<file path="src/rtl/sort_job_ctrl_if.sv">
// Descriptor and completion handshake between the host side (master) and sort_job_ctrl (slave).
interface sort_job_ctrl_if #(
  parameter int unsigned DATA_WIDTH   = 1024,
  parameter int unsigned RETURN_WIDTH = 64
);
  logic                    engine_start;
  logic                    engine_ready;
  logic [DATA_WIDTH-1:0]   engine_data;
  logic                    complete_ready;
  logic                    complete_accept;
  logic [RETURN_WIDTH-1:0] complete_data;

  modport master (
    output engine_start, engine_data, complete_accept,
    input  engine_ready, complete_ready, complete_data
  );

  modport slave (
    input  engine_start, engine_data, complete_accept,
    output engine_ready, complete_ready, complete_data
  );
endinterface

</file>
<file path="src/rtl/sort_job_ctrl.sv">
// Sort engine job sequencer: takes one descriptor, steps fetch -> sort -> return and posts
// a completion record {cycle count, status, job id}.
//
// state  | meaning
// IDLE   | ready for a descriptor
// FETCH  | fetch stage running, waiting for fetch_done
// SORT   | sort stage running, waiting for sort_done
// RETURN | return stage running, waiting for return_done
// CMPL   | completion posted, waiting for complete_accept
// FAULT  | a phase timed out; parked until rst
module sort_job_ctrl #(
  parameter int unsigned DATA_WIDTH     = 1024,
  parameter int unsigned ADDR_WIDTH     = 64,
  parameter int unsigned PASID_WIDTH    = 20,
  parameter int unsigned RETURN_WIDTH   = 64,
  parameter int unsigned TIMEOUT_CYCLES = 65536
) (
  input  logic                   clk,
  input  logic                   rst,
  sort_job_ctrl_if.slave         eng,
  output logic                   engine_fault,
  output logic                   fetch_start,
  input  logic                   fetch_done,
  output logic [PASID_WIDTH-1:0] fetch_pasid,
  output logic [ADDR_WIDTH-1:0]  fetch_start_addr,
  output logic [5:0]             fetch_beat_num,
  output logic                   sort_start,
  input  logic                   sort_done,
  output logic                   return_start,
  input  logic                   return_done,
  output logic [PASID_WIDTH-1:0] return_pasid,
  output logic [ADDR_WIDTH-1:0]  return_start_addr,
  output logic [5:0]             return_beat_num
);

  typedef enum logic [2:0] {
    S_IDLE, S_FETCH, S_SORT, S_RETURN, S_CMPL, S_FAULT
  } state_e;

  localparam logic [7:0] ST_OK         = 8'd0;
  localparam logic [7:0] ST_BAD_LEN    = 8'd1;
  localparam logic [7:0] ST_TMO_FETCH  = 8'd2;
  localparam logic [7:0] ST_TMO_SORT   = 8'd3;
  localparam logic [7:0] ST_TMO_RETURN = 8'd4;

  localparam int unsigned PH_W       = (TIMEOUT_CYCLES > 2) ? $clog2(TIMEOUT_CYCLES) : 1;
  localparam int unsigned TMO_LAST_I = (TIMEOUT_CYCLES == 0) ? 0 : TIMEOUT_CYCLES - 1;
  localparam logic [PH_W-1:0] PH_LAST = PH_W'(TMO_LAST_I);

  state_e                  state_q, state_d;
  logic                    engine_ready_q, engine_ready_d;
  logic                    complete_ready_q, complete_ready_d;
  logic [RETURN_WIDTH-1:0] complete_data_q, complete_data_d;
  logic                    engine_fault_q, engine_fault_d;
  logic                    fetch_start_q, fetch_start_d;
  logic                    sort_start_q, sort_start_d;
  logic                    return_start_q, return_start_d;
  logic [ADDR_WIDTH-1:0]   src_addr_q, src_addr_d;
  logic [ADDR_WIDTH-1:0]   dst_addr_q, dst_addr_d;
  logic [PASID_WIDTH-1:0]  pasid_q, pasid_d;
  logic [5:0]              fetch_beats_q, fetch_beats_d;
  logic [5:0]              return_beats_q, return_beats_d;
  logic [31:0]             job_id_q, job_id_d;
  logic [PH_W-1:0]         ph_q, ph_d;
  logic [23:0]             cyc_q, cyc_d;

  logic [ADDR_WIDTH-1:0]   desc_src;
  logic [ADDR_WIDTH-1:0]   desc_dst;
  logic [5:0]              desc_fbeats;
  logic [5:0]              desc_rbeats;
  logic [PASID_WIDTH-1:0]  desc_pasid;
  logic [31:0]             desc_id;
  logic                    unused_desc;

  logic                    tmo_hit;
  logic [23:0]             cyc_inc;
  logic                    fin;
  logic [7:0]              fin_status;
  logic [23:0]             fin_cnt;
  logic [31:0]             fin_id;

  assign desc_src    = eng.engine_data[ADDR_WIDTH-1:0];
  assign desc_dst    = eng.engine_data[64 +: ADDR_WIDTH];
  assign desc_fbeats = eng.engine_data[133:128];
  assign desc_rbeats = eng.engine_data[139:134];
  assign desc_pasid  = eng.engine_data[140 +: PASID_WIDTH];
  assign desc_id     = eng.engine_data[191:160];
  assign unused_desc = ^eng.engine_data[DATA_WIDTH-1:192];

  assign tmo_hit = (TIMEOUT_CYCLES != 0) && (ph_q == PH_LAST);
  assign cyc_inc = (cyc_q == 24'hFF_FFFF) ? cyc_q : cyc_q + 24'd1;

  always_comb begin
    state_d          = state_q;
    engine_ready_d   = 1'b0;
    complete_ready_d = complete_ready_q;
    complete_data_d  = complete_data_q;
    engine_fault_d   = engine_fault_q;
    fetch_start_d    = 1'b0;
    sort_start_d     = 1'b0;
    return_start_d   = 1'b0;
    src_addr_d       = src_addr_q;
    dst_addr_d       = dst_addr_q;
    pasid_d          = pasid_q;
    fetch_beats_d    = fetch_beats_q;
    return_beats_d   = return_beats_q;
    job_id_d         = job_id_q;
    ph_d             = ph_q + PH_W'(1);
    cyc_d            = cyc_q;
    fin              = 1'b0;
    fin_status       = ST_OK;
    fin_cnt          = cyc_q;
    fin_id           = job_id_q;

    case (state_q)
      S_IDLE: begin
        engine_ready_d = 1'b1;
        if (engine_ready_q && eng.engine_start) begin
          engine_ready_d = 1'b0;
          src_addr_d     = desc_src;
          dst_addr_d     = desc_dst;
          pasid_d        = desc_pasid;
          fetch_beats_d  = desc_fbeats;
          return_beats_d = desc_rbeats;
          job_id_d       = desc_id;
          if (desc_fbeats == 6'd0 || desc_rbeats == 6'd0) begin
            fin        = 1'b1;
            fin_status = ST_BAD_LEN;
            fin_cnt    = 24'd0;
            fin_id     = desc_id;
          end else begin
            state_d       = S_FETCH;
            fetch_start_d = 1'b1;
            ph_d          = '0;
            cyc_d         = 24'd1;
          end
        end
      end
      // A done coinciding with the phase's own start pulse is treated as stale.
      S_FETCH: begin
        cyc_d = cyc_inc;
        if (!fetch_start_q && fetch_done) begin
          state_d      = S_SORT;
          sort_start_d = 1'b1;
          ph_d         = '0;
        end else if (tmo_hit) begin
          fin            = 1'b1;
          fin_status     = ST_TMO_FETCH;
          engine_fault_d = 1'b1;
        end
      end
      S_SORT: begin
        cyc_d = cyc_inc;
        if (!sort_start_q && sort_done) begin
          state_d        = S_RETURN;
          return_start_d = 1'b1;
          ph_d           = '0;
        end else if (tmo_hit) begin
          fin            = 1'b1;
          fin_status     = ST_TMO_SORT;
          engine_fault_d = 1'b1;
        end
      end
      S_RETURN: begin
        cyc_d = cyc_inc;
        if (!return_start_q && return_done) begin
          fin = 1'b1;
        end else if (tmo_hit) begin
          fin            = 1'b1;
          fin_status     = ST_TMO_RETURN;
          engine_fault_d = 1'b1;
        end
      end
      S_CMPL: begin
        if (eng.complete_accept) begin
          complete_ready_d = 1'b0;
          if (complete_data_q[39:32] == ST_OK || complete_data_q[39:32] == ST_BAD_LEN) begin
            state_d        = S_IDLE;
            engine_ready_d = 1'b1;
          end else begin
            state_d = S_FAULT;
          end
        end
      end
      S_FAULT: state_d = S_FAULT;
      default: state_d = S_IDLE;
    endcase

    if (fin) begin
      state_d                = S_CMPL;
      complete_ready_d       = 1'b1;
      complete_data_d        = '0;
      complete_data_d[63:0]  = {fin_cnt, fin_status, fin_id};
    end
  end

  always_ff @(posedge clk) begin
    if (rst) begin
      state_q          <= S_IDLE;
      engine_ready_q   <= 1'b0;
      complete_ready_q <= 1'b0;
      complete_data_q  <= '0;
      engine_fault_q   <= 1'b0;
      fetch_start_q    <= 1'b0;
      sort_start_q     <= 1'b0;
      return_start_q   <= 1'b0;
      src_addr_q       <= '0;
      dst_addr_q       <= '0;
      pasid_q          <= '0;
      fetch_beats_q    <= '0;
      return_beats_q   <= '0;
      job_id_q         <= '0;
      ph_q             <= '0;
      cyc_q            <= '0;
    end else begin
      state_q          <= state_d;
      engine_ready_q   <= engine_ready_d;
      complete_ready_q <= complete_ready_d;
      complete_data_q  <= complete_data_d;
      engine_fault_q   <= engine_fault_d;
      fetch_start_q    <= fetch_start_d;
      sort_start_q     <= sort_start_d;
      return_start_q   <= return_start_d;
      src_addr_q       <= src_addr_d;
      dst_addr_q       <= dst_addr_d;
      pasid_q          <= pasid_d;
      fetch_beats_q    <= fetch_beats_d;
      return_beats_q   <= return_beats_d;
      job_id_q         <= job_id_d;
      ph_q             <= ph_d;
      cyc_q            <= cyc_d;
    end
  end

  assign eng.engine_ready   = engine_ready_q;
  assign eng.complete_ready = complete_ready_q;
  assign eng.complete_data  = complete_data_q;
  assign engine_fault       = engine_fault_q;
  assign fetch_start        = fetch_start_q;
  assign sort_start         = sort_start_q;
  assign return_start       = return_start_q;
  assign fetch_pasid        = pasid_q;
  assign return_pasid       = pasid_q;
  assign fetch_start_addr   = src_addr_q;
  assign return_start_addr  = dst_addr_q;
  assign fetch_beat_num     = fetch_beats_q;
  assign return_beat_num    = return_beats_q;

endmodule

</file>
<file path="src/flat_wrapper.sv">
// flat-port wrapper written by rule: the top's interface ports become plain ports
module sort_job_ctrl_flat 
#(
  parameter int unsigned DATA_WIDTH     = 1024,
  parameter int unsigned ADDR_WIDTH     = 64,
  parameter int unsigned PASID_WIDTH    = 20,
  parameter int unsigned RETURN_WIDTH   = 64,
  parameter int unsigned TIMEOUT_CYCLES = 65536
)
  (clk, rst, engine_fault, fetch_start, fetch_done, fetch_pasid, fetch_start_addr, fetch_beat_num, sort_start, sort_done, return_start, return_done, return_pasid, return_start_addr, return_beat_num, eng_engine_start, eng_engine_data, eng_complete_accept, eng_engine_ready, eng_complete_ready, eng_complete_data);
  sort_job_ctrl_if #(.DATA_WIDTH(DATA_WIDTH), .RETURN_WIDTH(RETURN_WIDTH)) eng_i ();
  input  logic clk;
  input  logic rst;
  output logic engine_fault;
  output logic fetch_start;
  input  logic fetch_done;
  output logic [PASID_WIDTH-1:0] fetch_pasid;
  output logic [ADDR_WIDTH-1:0] fetch_start_addr;
  output logic [5:0] fetch_beat_num;
  output logic sort_start;
  input  logic sort_done;
  output logic return_start;
  input  logic return_done;
  output logic [PASID_WIDTH-1:0] return_pasid;
  output logic [ADDR_WIDTH-1:0] return_start_addr;
  output logic [5:0] return_beat_num;
  input wire logic [$bits(eng_i.engine_start)-1:0] eng_engine_start;
  input wire logic [$bits(eng_i.engine_data)-1:0] eng_engine_data;
  input wire logic [$bits(eng_i.complete_accept)-1:0] eng_complete_accept;
  output wire logic [$bits(eng_i.engine_ready)-1:0] eng_engine_ready;
  output wire logic [$bits(eng_i.complete_ready)-1:0] eng_complete_ready;
  output wire logic [$bits(eng_i.complete_data)-1:0] eng_complete_data;
  assign eng_i.engine_start = eng_engine_start;
  assign eng_i.engine_data = eng_engine_data;
  assign eng_i.complete_accept = eng_complete_accept;
  assign eng_engine_ready = eng_i.engine_ready;
  assign eng_complete_ready = eng_i.complete_ready;
  assign eng_complete_data = eng_i.complete_data;
  sort_job_ctrl #(.DATA_WIDTH(DATA_WIDTH), .ADDR_WIDTH(ADDR_WIDTH), .PASID_WIDTH(PASID_WIDTH), .RETURN_WIDTH(RETURN_WIDTH), .TIMEOUT_CYCLES(TIMEOUT_CYCLES)) u_core (.clk(clk), .rst(rst), .eng(eng_i), .engine_fault(engine_fault), .fetch_start(fetch_start), .fetch_done(fetch_done), .fetch_pasid(fetch_pasid), .fetch_start_addr(fetch_start_addr), .fetch_beat_num(fetch_beat_num), .sort_start(sort_start), .sort_done(sort_done), .return_start(return_start), .return_done(return_done), .return_pasid(return_pasid), .return_start_addr(return_start_addr), .return_beat_num(return_beat_num));
endmodule
</file>
<file path="config.mk">
export PLATFORM = sky130hd
export DESIGN_NAME = sort_job_ctrl_flat
export DESIGN_NICKNAME = d
export VERILOG_FILES = /design/src/rtl/sort_job_ctrl_if.sv /design/src/rtl/sort_job_ctrl.sv /design/src/flat_wrapper.sv
export SDC_FILE = /design/constraint.sdc
export NUM_CORES = 1
export LEC_CHECK = 0
export BUFFER_PORTS_ARGS = -buffer_cell sky130_fd_sc_hd__buf_2
export CAP_MARGIN = 5
export CORE_AREA = 2 2 499 501
export CTS_CLUSTER_SIZE = 25
export DETAILED_ROUTE_END_ITERATION = 8
export DIE_AREA = 0 0 501 503
export HOLD_SLACK_MARGIN = 0.03
export SYNTH_ARGS = -nofsm -noshare
export SYNTH_HDL_FRONTEND = slang
export SYNTH_SLANG_ARGS = --single-unit
export TNS_END_PERCENT = 5
</file>
<file path="constraint.sdc">
create_clock -name clk -period 4.42 [get_ports clk]
set_clock_uncertainty 0.05 [all_clocks]
set_input_delay 0.221 -clock clk [delete_from_list [all_inputs] [get_ports clk]]
set_output_delay 0.221 -clock clk [all_outputs]
set_load 0.005 [all_outputs]
</file>
[Yosys cells after proc, flatten, opt, wreduce, memory -nomap -nowiden]
Index checks and enable logic that the tools add are counted.
Cells by class
  $lt $le $gt $ge: 0
  $mul: 0
  add/sub/neg operators: 2
  muxes and demuxes: 54
  bitwise operators: 5
  shift-type cells: 0
  divide/modulo/power cells: 0
  eq/ne operators: 23
  reduce and logical (&&, ||, !) cells: 28
Operator list (count)
  24-bit 2-to-1 mux: 6
  32-bit 2-to-1 mux: 3
  16-bit 2-to-1 mux: 4
  16-bit case mux with 3 select lines: 1
  24-bit case mux with 2 select lines: 1
  8-bit 2-to-1 mux: 4
  8-bit case mux with 4 select lines: 1
  24-bit by 1-bit adder with 24-bit output, second input constant: 1
  24-bit equality test, second input constant: 1
  3-bit 2-to-1 mux: 8
  1-bit 2-to-1 mux: 20
  3-bit case mux with 6 select lines: 1
  16-bit by 1-bit adder with 16-bit output, second input constant: 1
  16-bit equality test, second input constant: 1
  6-bit logical NOT: 2
  2-bit != test, second input constant: 6
  6-bit AND reduction: 2
  3-bit by 1-bit != test with 1-bit output, second input constant: 3
  8-bit by 1-bit equality test with 1-bit output, second input constant: 1
  8-bit logical NOT: 1
  2-bit by 1-bit != test with 1-bit output, second input constant: 4
  4-bit AND reduction: 2
  3-bit by 2-bit equality test with 1-bit output, second input constant: 2
  3-bit equality test, second input constant: 2
  16 further kinds: 34
Word-level totals
  output and inout port bits: 250
  bits in writable memories: 0
  memory bits (read-only): 0
  bits in registers: 305
  input port bits: 1031
  memories: 0
  latch bits: 0
  logic and storage cells: 129

[Logic depth before layout (Yosys ltp)]
  word-level depth: 7
  gate-level depth with buffers: 9
  mapped depth without buffers: 6

[Least setup slack after synthesis]
No wires, ideal clock.
  path kind: reg2reg
  from: register u_core.ph_q[0]
  to: register u_core.complete_data_q[10], in the netlist u_core.eng.complete_data[10]
  required time: 4251 ps
  setup time: 119 ps
  clock period less this slack: 1976 ps
  path buffers: 2
  setup slack: 2444 ps
  data arrival time: 1807 ps
  cell stages (with the launch flop): 9
  cells stage by stage: dfxtp_1 -> ha_1 -> and4_1 -> and4b_1 -> nand3_2 -> and2_1 -> buf_6 -> buf_6 -> o221a_2
Between the ends
  longest elaborated chain between the ends: 4
  elaborated cells on any way between the ends: 6
  those cells by class: 1 x eq/ne; 5 x mux
RTL lines
  from (decl): line sort_job_ctrl.sv:64  | logic [PH_W-1:0] ph_q, ph_d;
  from (signal assigned): line sort_job_ctrl.sv:230  | ph_q <= ph_d;
  16-bit equality test *: line sort_job_ctrl.sv:90  | assign tmo_hit = (TIMEOUT_CYCLES != 0) && (ph_q == PH_LAST);
  1-bit 2-to-1 mux *: line sort_job_ctrl.sv:146, sort_job_ctrl.sv:158, sort_job_ctrl.sv:168
  1-bit 2-to-1 mux, on equally long branches: line sort_job_ctrl.sv:166, sort_job_ctrl.sv:142, sort_job_ctrl.sv:154
  1-bit case mux with 4 select lines *: line sort_job_ctrl.sv:115  | case (state_q)
  to (signal assigned): line sort_job_ctrl.sv:219  | complete_data_q <= complete_data_d;
  to (decl): line sort_job_ctrl.sv:53  | logic [RETURN_WIDTH-1:0] complete_data_q, complete_data_d;
Mark *: on every way between the ends. The rest lies on a longest branch, timed or not.
A chain may end at the register's enable or synchronous reset.

[Final worst setup path]
  from: register u_core.state_q[2]
  to: register u_core.dst_addr_q[18], in the netlist u_core.return_start_addr[18]
Between the ends
  longest elaborated chain between the ends: 2
RTL lines
  from (decl): line sort_job_ctrl.sv:50  | state_e state_q, state_d;
  from (signal assigned): line sort_job_ctrl.sv:216  | state_q <= state_d;
  3-bit logical NOT: line sort_job_ctrl.sv:115
  2-bit AND reduction (no line)
  to (signal assigned): line sort_job_ctrl.sv:225  | dst_addr_q <= dst_addr_d;
  to (decl): line sort_job_ctrl.sv:59  | logic [ADDR_WIDTH-1:0] dst_addr_q, dst_addr_d;
No other way between the ends.

==> results.txt <==
Timing analysis after detailed placement gives a worst setup slack of 1.51 ns. The number of global-route vias before repair is 11,800, and the layout filler cell count is 28,800. The cell sitting at the root of the clock tree is a clkbuf_16. Summed over all failing endpoints, the final setup total negative slack is 0 ns.

The count of nets left with antenna violations once routing finished came out at 0. The number of clock buffers added by TritonCTS is 38. The synthesized netlist devotes 15.8% of its cell area to compound gates.

For the worst flop-to-flop path, the logic depth is 7. The synthesized design contains 0 enable-type register cells. For the row count, the log shows 183. Startpoint of the lowest-slack register-to-register path: u_core.state_q[2]$_SDFFE_PP0P_. The power consumption came out at 0.00833 W. The startpoint identified for the worst hold timing path is return_done. The capturing element type of the critical path is a flop. The tools report the global-route wire length before repair as 112,000 um. The number of library cell types mapped by synthesis was 57; the worst hold path cell count was 5. For this run, the leading register cell type out of synthesis is dfxtp_1. The flow ran to the end, and the final reports show no timing, DRC or antenna violations. Entering global routing, the biggest net connects 142 pins. Hold is met by 0.102 ns. The min-delay analysis places its worst path in the category in -> reg. Dividing the detail-routed wire length by the instance count gives 17.1 um. The required time of the worst setup path came out at 4.83 ns.

The die is 503 um tall. TritonCTS built the clock tree. Across every metal layer, demand over resource in global routing totals 6.84%.

The leading cell type by number of instances after synthesis is nand2_1. The mux cell area share after synthesis is 2.38%, and the post-synthesis share of cell area spent on full adders, half adders and majority gates is 0.212%. The run gives 95 as the number of antenna violations at the first check in global routing. The starting DRC count in detailed routing was 734.

Post-synthesis cell type with the largest combined area: dfxtp_1. The logs give 0.736 for the weighted congestion reported at the end of routability-driven placement and 1.19 ns for the final worst slack. The DRC violations left came out at 0.

Yosys attributes the largest share of cell area to dfxtp_1, nand2_1, a21oi_1, mux2i_1, o221a_2. After layout, the worst path uses 73.1% of the clock period. The share of the synthesized area in the top cell type is 50.9%. The run gives 90,400 um as the detailed-route wire length. The area growth from synthesis to layout came out at 79.0%. Sequential elements use 50.9% of the synthesized area. For the via count, the log shows 12,600. Detailed placement finished with a half-perimeter wire length of 75,300 um. The floorplan step defined a die boundary enclosing 0.252 mm^2.

The total congestion overflow after global routing was 0; the chip width was 501 um. The post-synthesis share of cell area spent on xor and xnor gates was 1.04%. The number of max-slew violations in the final report is 0. Ranked by instance count, the synthesized netlist is headed by nand2_1, dfxtp_1, a21oi_1, nor2_1, clkbuf_1. Based on the critical path, the design can be clocked at up to 0.310 GHz.

The logs give 0 for the number of max-capacitance violations reported and 0.247 mm^2 for the area of the core region. The run gives 3,049 as the number of nets in the final layout. Counting flops and latches in the post-synthesis netlist gives 300.

The tightest slew margin relative to the limit came out at 24.1%. Tracing the worst setup path back leads to its startpoint at u_core.state_q[2]$_SDFFE_PP0P_. Length of the first detailed-routing pass in iterations: 5. STA classifies the critical path startpoint as a flop. The run gives 0 as the yosys synthesis warning count. Setup repair after global routing left no endpoint under its margin. The static leakage was 7.47 nW; the initial core utilization was 4.77%. The clock period minus final worst setup slack is 3.23 ns. The end of the worst hold path is u_core.eng.complete_data[34]$_SDFFE_PP0P_.

The worst setup path is of the reg -> reg kind. The clock passes through at most 3 buffers. The endpoint identified for the worst register-to-register timing path is u_core.return_start_addr[18]$_SDFFE_PP0P_. By area, the combinational part of the netlist is dominated by simple AND/OR/NAND/NOR gates. The clock transition time at the flip-flop clock pins of the worst setup and hold paths works out to 0.06 ns.

The worst register-to-register path has a setup slack of 1.19 ns. Dividing total power by cell area gives a power density of 394 mW/mm^2. CTS saw 300 sinks. At the pin with the least slew margin, the transition time is 1.14 ns. After detailed routing, the number of vias per cell comes to 2.38. For the final-report hold violation count, the log shows 0. The worst-case IR drop observed on VDD is 0.259 mV. The run gives 3.64 ns as the data arrival time at the worst-slack endpoint. Setup violations remaining at the end of the flow were counted as 0.

Summing every instance area after synthesis gives 0.0118 mm^2. CTS built an H-tree with a depth of 2. At the later pin of the worst-skew pair, clock insertion delay measures 0.60 ns. Of the cells placed in the final design, the portion with a size suffix greater than 1 is 27.4%. The top-level port count is 1,281, and the number of buffer cells added on primary ports is 443.

The maximum fanout along the worst path came out at 41. The post-synthesis simple-gate area fraction came out at 23.7%. Averaged over all synthesized cells, the footprint is 8.32 um^2. After synthesis, the share of flip-flops with an asynchronous set or reset is 0%. After technology mapping, the gate count stands at 1,417.
==> where the power goes <==
group / switching, W / total, W / internal, W
combinational: 0.00127 / 0.00190 / 0.000631
clock: 0.00143 / 0.00330 / 0.00187
sequential: 0.000168 / 0.00313 / 0.00296
total: 0.00286 / 0.00833 / 0.00546
==> final cells by class <==
| class | count | area [um^2] | share of cell area (%) |
|---|---|---|---|
| Sequential cell | 300 | 6010 | 28.5 |
| Multi-Input combinational cell | 991 | 5130 | 24.3 |
| Timing Repair Buffer | 681 | 4590 | 21.8 |
| Tap cell | 3237 | 4050 | 19.2 |
| Clock buffer | 50 | 1050 | 4.96 |
| Clock inverter | 19 | 221 | 1.05 |
| Antenna cell | 19 | 47.5 | 0.225 |
| Inverter | 4 | 15.0 | 0.0711 |
==> metal layers <==
layer | vias to the layer above | part of all wire, % | global-route usage, %
met5 | - | 0 | 0
met4 | 0 | 6.8 | 4.14
met3 | 248 | 14 | 4.59
met2 | 517 | 51 | 12.4
met1 | 5833 | 28 | 5.33
li1 | 5998 | - | -
==> flip-flops by register name (all words and copies together) (netlist names) <==
name and flops:
u_core.return_start 1, u_core.eng.complete_data 59, u_core.job_id_q 32, u_core.fetch_pasid 20
u_core.ph_q 16, u_core.state_q 3, u_core.fetch_start 1, u_core.sort_start 1
u_core.fetch_beat_num 6, u_core.eng.engine_ready 1, u_core.return_beat_num 6, u_core.eng.complete_ready 1
u_core.cyc_q 24, u_core.engine_fault 1, u_core.return_start_addr 64, u_core.fetch_start_addr 64
==> worst max-delay path, stage by stage (launching register included) <==
cell           delay (ns)
dfxtp_1              0.45
nor3_1               0.47
nand3_4              0.55
buf_4                0.46
buf_4                0.27
nand2_1              0.12
a21oi_1              0.06
dlygate4sd3_1        0.58
==> stage by stage <==
stage	utilization [%]	instance area [um^2]	cells
after floorplan	-	11800	1421
after global placement	7.12	17600	4992
after CTS	8.52	21100	5282
after detailed placement	7.12	17600	4992
final	8.54	21100	5301
after global routing	8.54	21100	5299
==> layout by cell type, fill, tap and decap left out, types with 4 or more instances in the layout <==
cell type        n
or4_1           13
nor4_1           7
buf_2          442
clkbuf_1         8
and4_1           8
xnor2_1          5
clkbuf_16       39
dfxtp_1        300
xor2_1           9
nand2b_1        33
o31a_1           4
o221a_1          8
diode_2         19
buf_4           15
inv_1            4
nand2_1        431
and3_1           7
o221a_2         24
o21ai_0          6
o31ai_1         12
dlygate4sd3_1  221
nor2b_1          4
mux2i_1         28
nand3_1         21
conb_1           5
clkinv_2         5
a31oi_1          4
a21oi_1        218
nor2_1          59
nor3_1          38
==> how the worst max path moves through the flow <==
| stage | end | slack (ns) | depth (start not counted) |
|---|---|---|---|
| floorplan | u_core.eng.complete_data[10]$_SDFFE_PP0P_ | 2.44 | 8 |
| global placement | u_core.fetch_start_addr[1]$_SDFFE_PP0P_ | 1.52 | 6 |
| detailed placement | u_core.fetch_start_addr[1]$_SDFFE_PP0P_ | 1.51 | 6 |
| CTS | u_core.return_start_addr[21]$_SDFFE_PP0P_ | 1.15 | 7 |
| global route | u_core.return_start_addr[12]$_SDFFE_PP0P_ | 0.99 | 7 |
| finish | u_core.return_start_addr[18]$_SDFFE_PP0P_ | 1.19 | 7 |
==> logic make-up after synthesis <==
group,count (synthesis)
flip-flops,300
adder cells (fa/ha/maj),2
AND/OR/NAND/NOR,643
multiplexers,28
other,1
XOR/XNOR,14
AO/OA/AOI/OAI,299
buffers and inverters,130
==> what timing repair did <==
action | CTS | global route
gates resized for setup | 0 | 0
hold buffers | 221 | 0
buffers inserted | 0 | 0
hold endpoints to repair | 234 | 0
No activity file was read; power rests on OpenSTA's default activity.
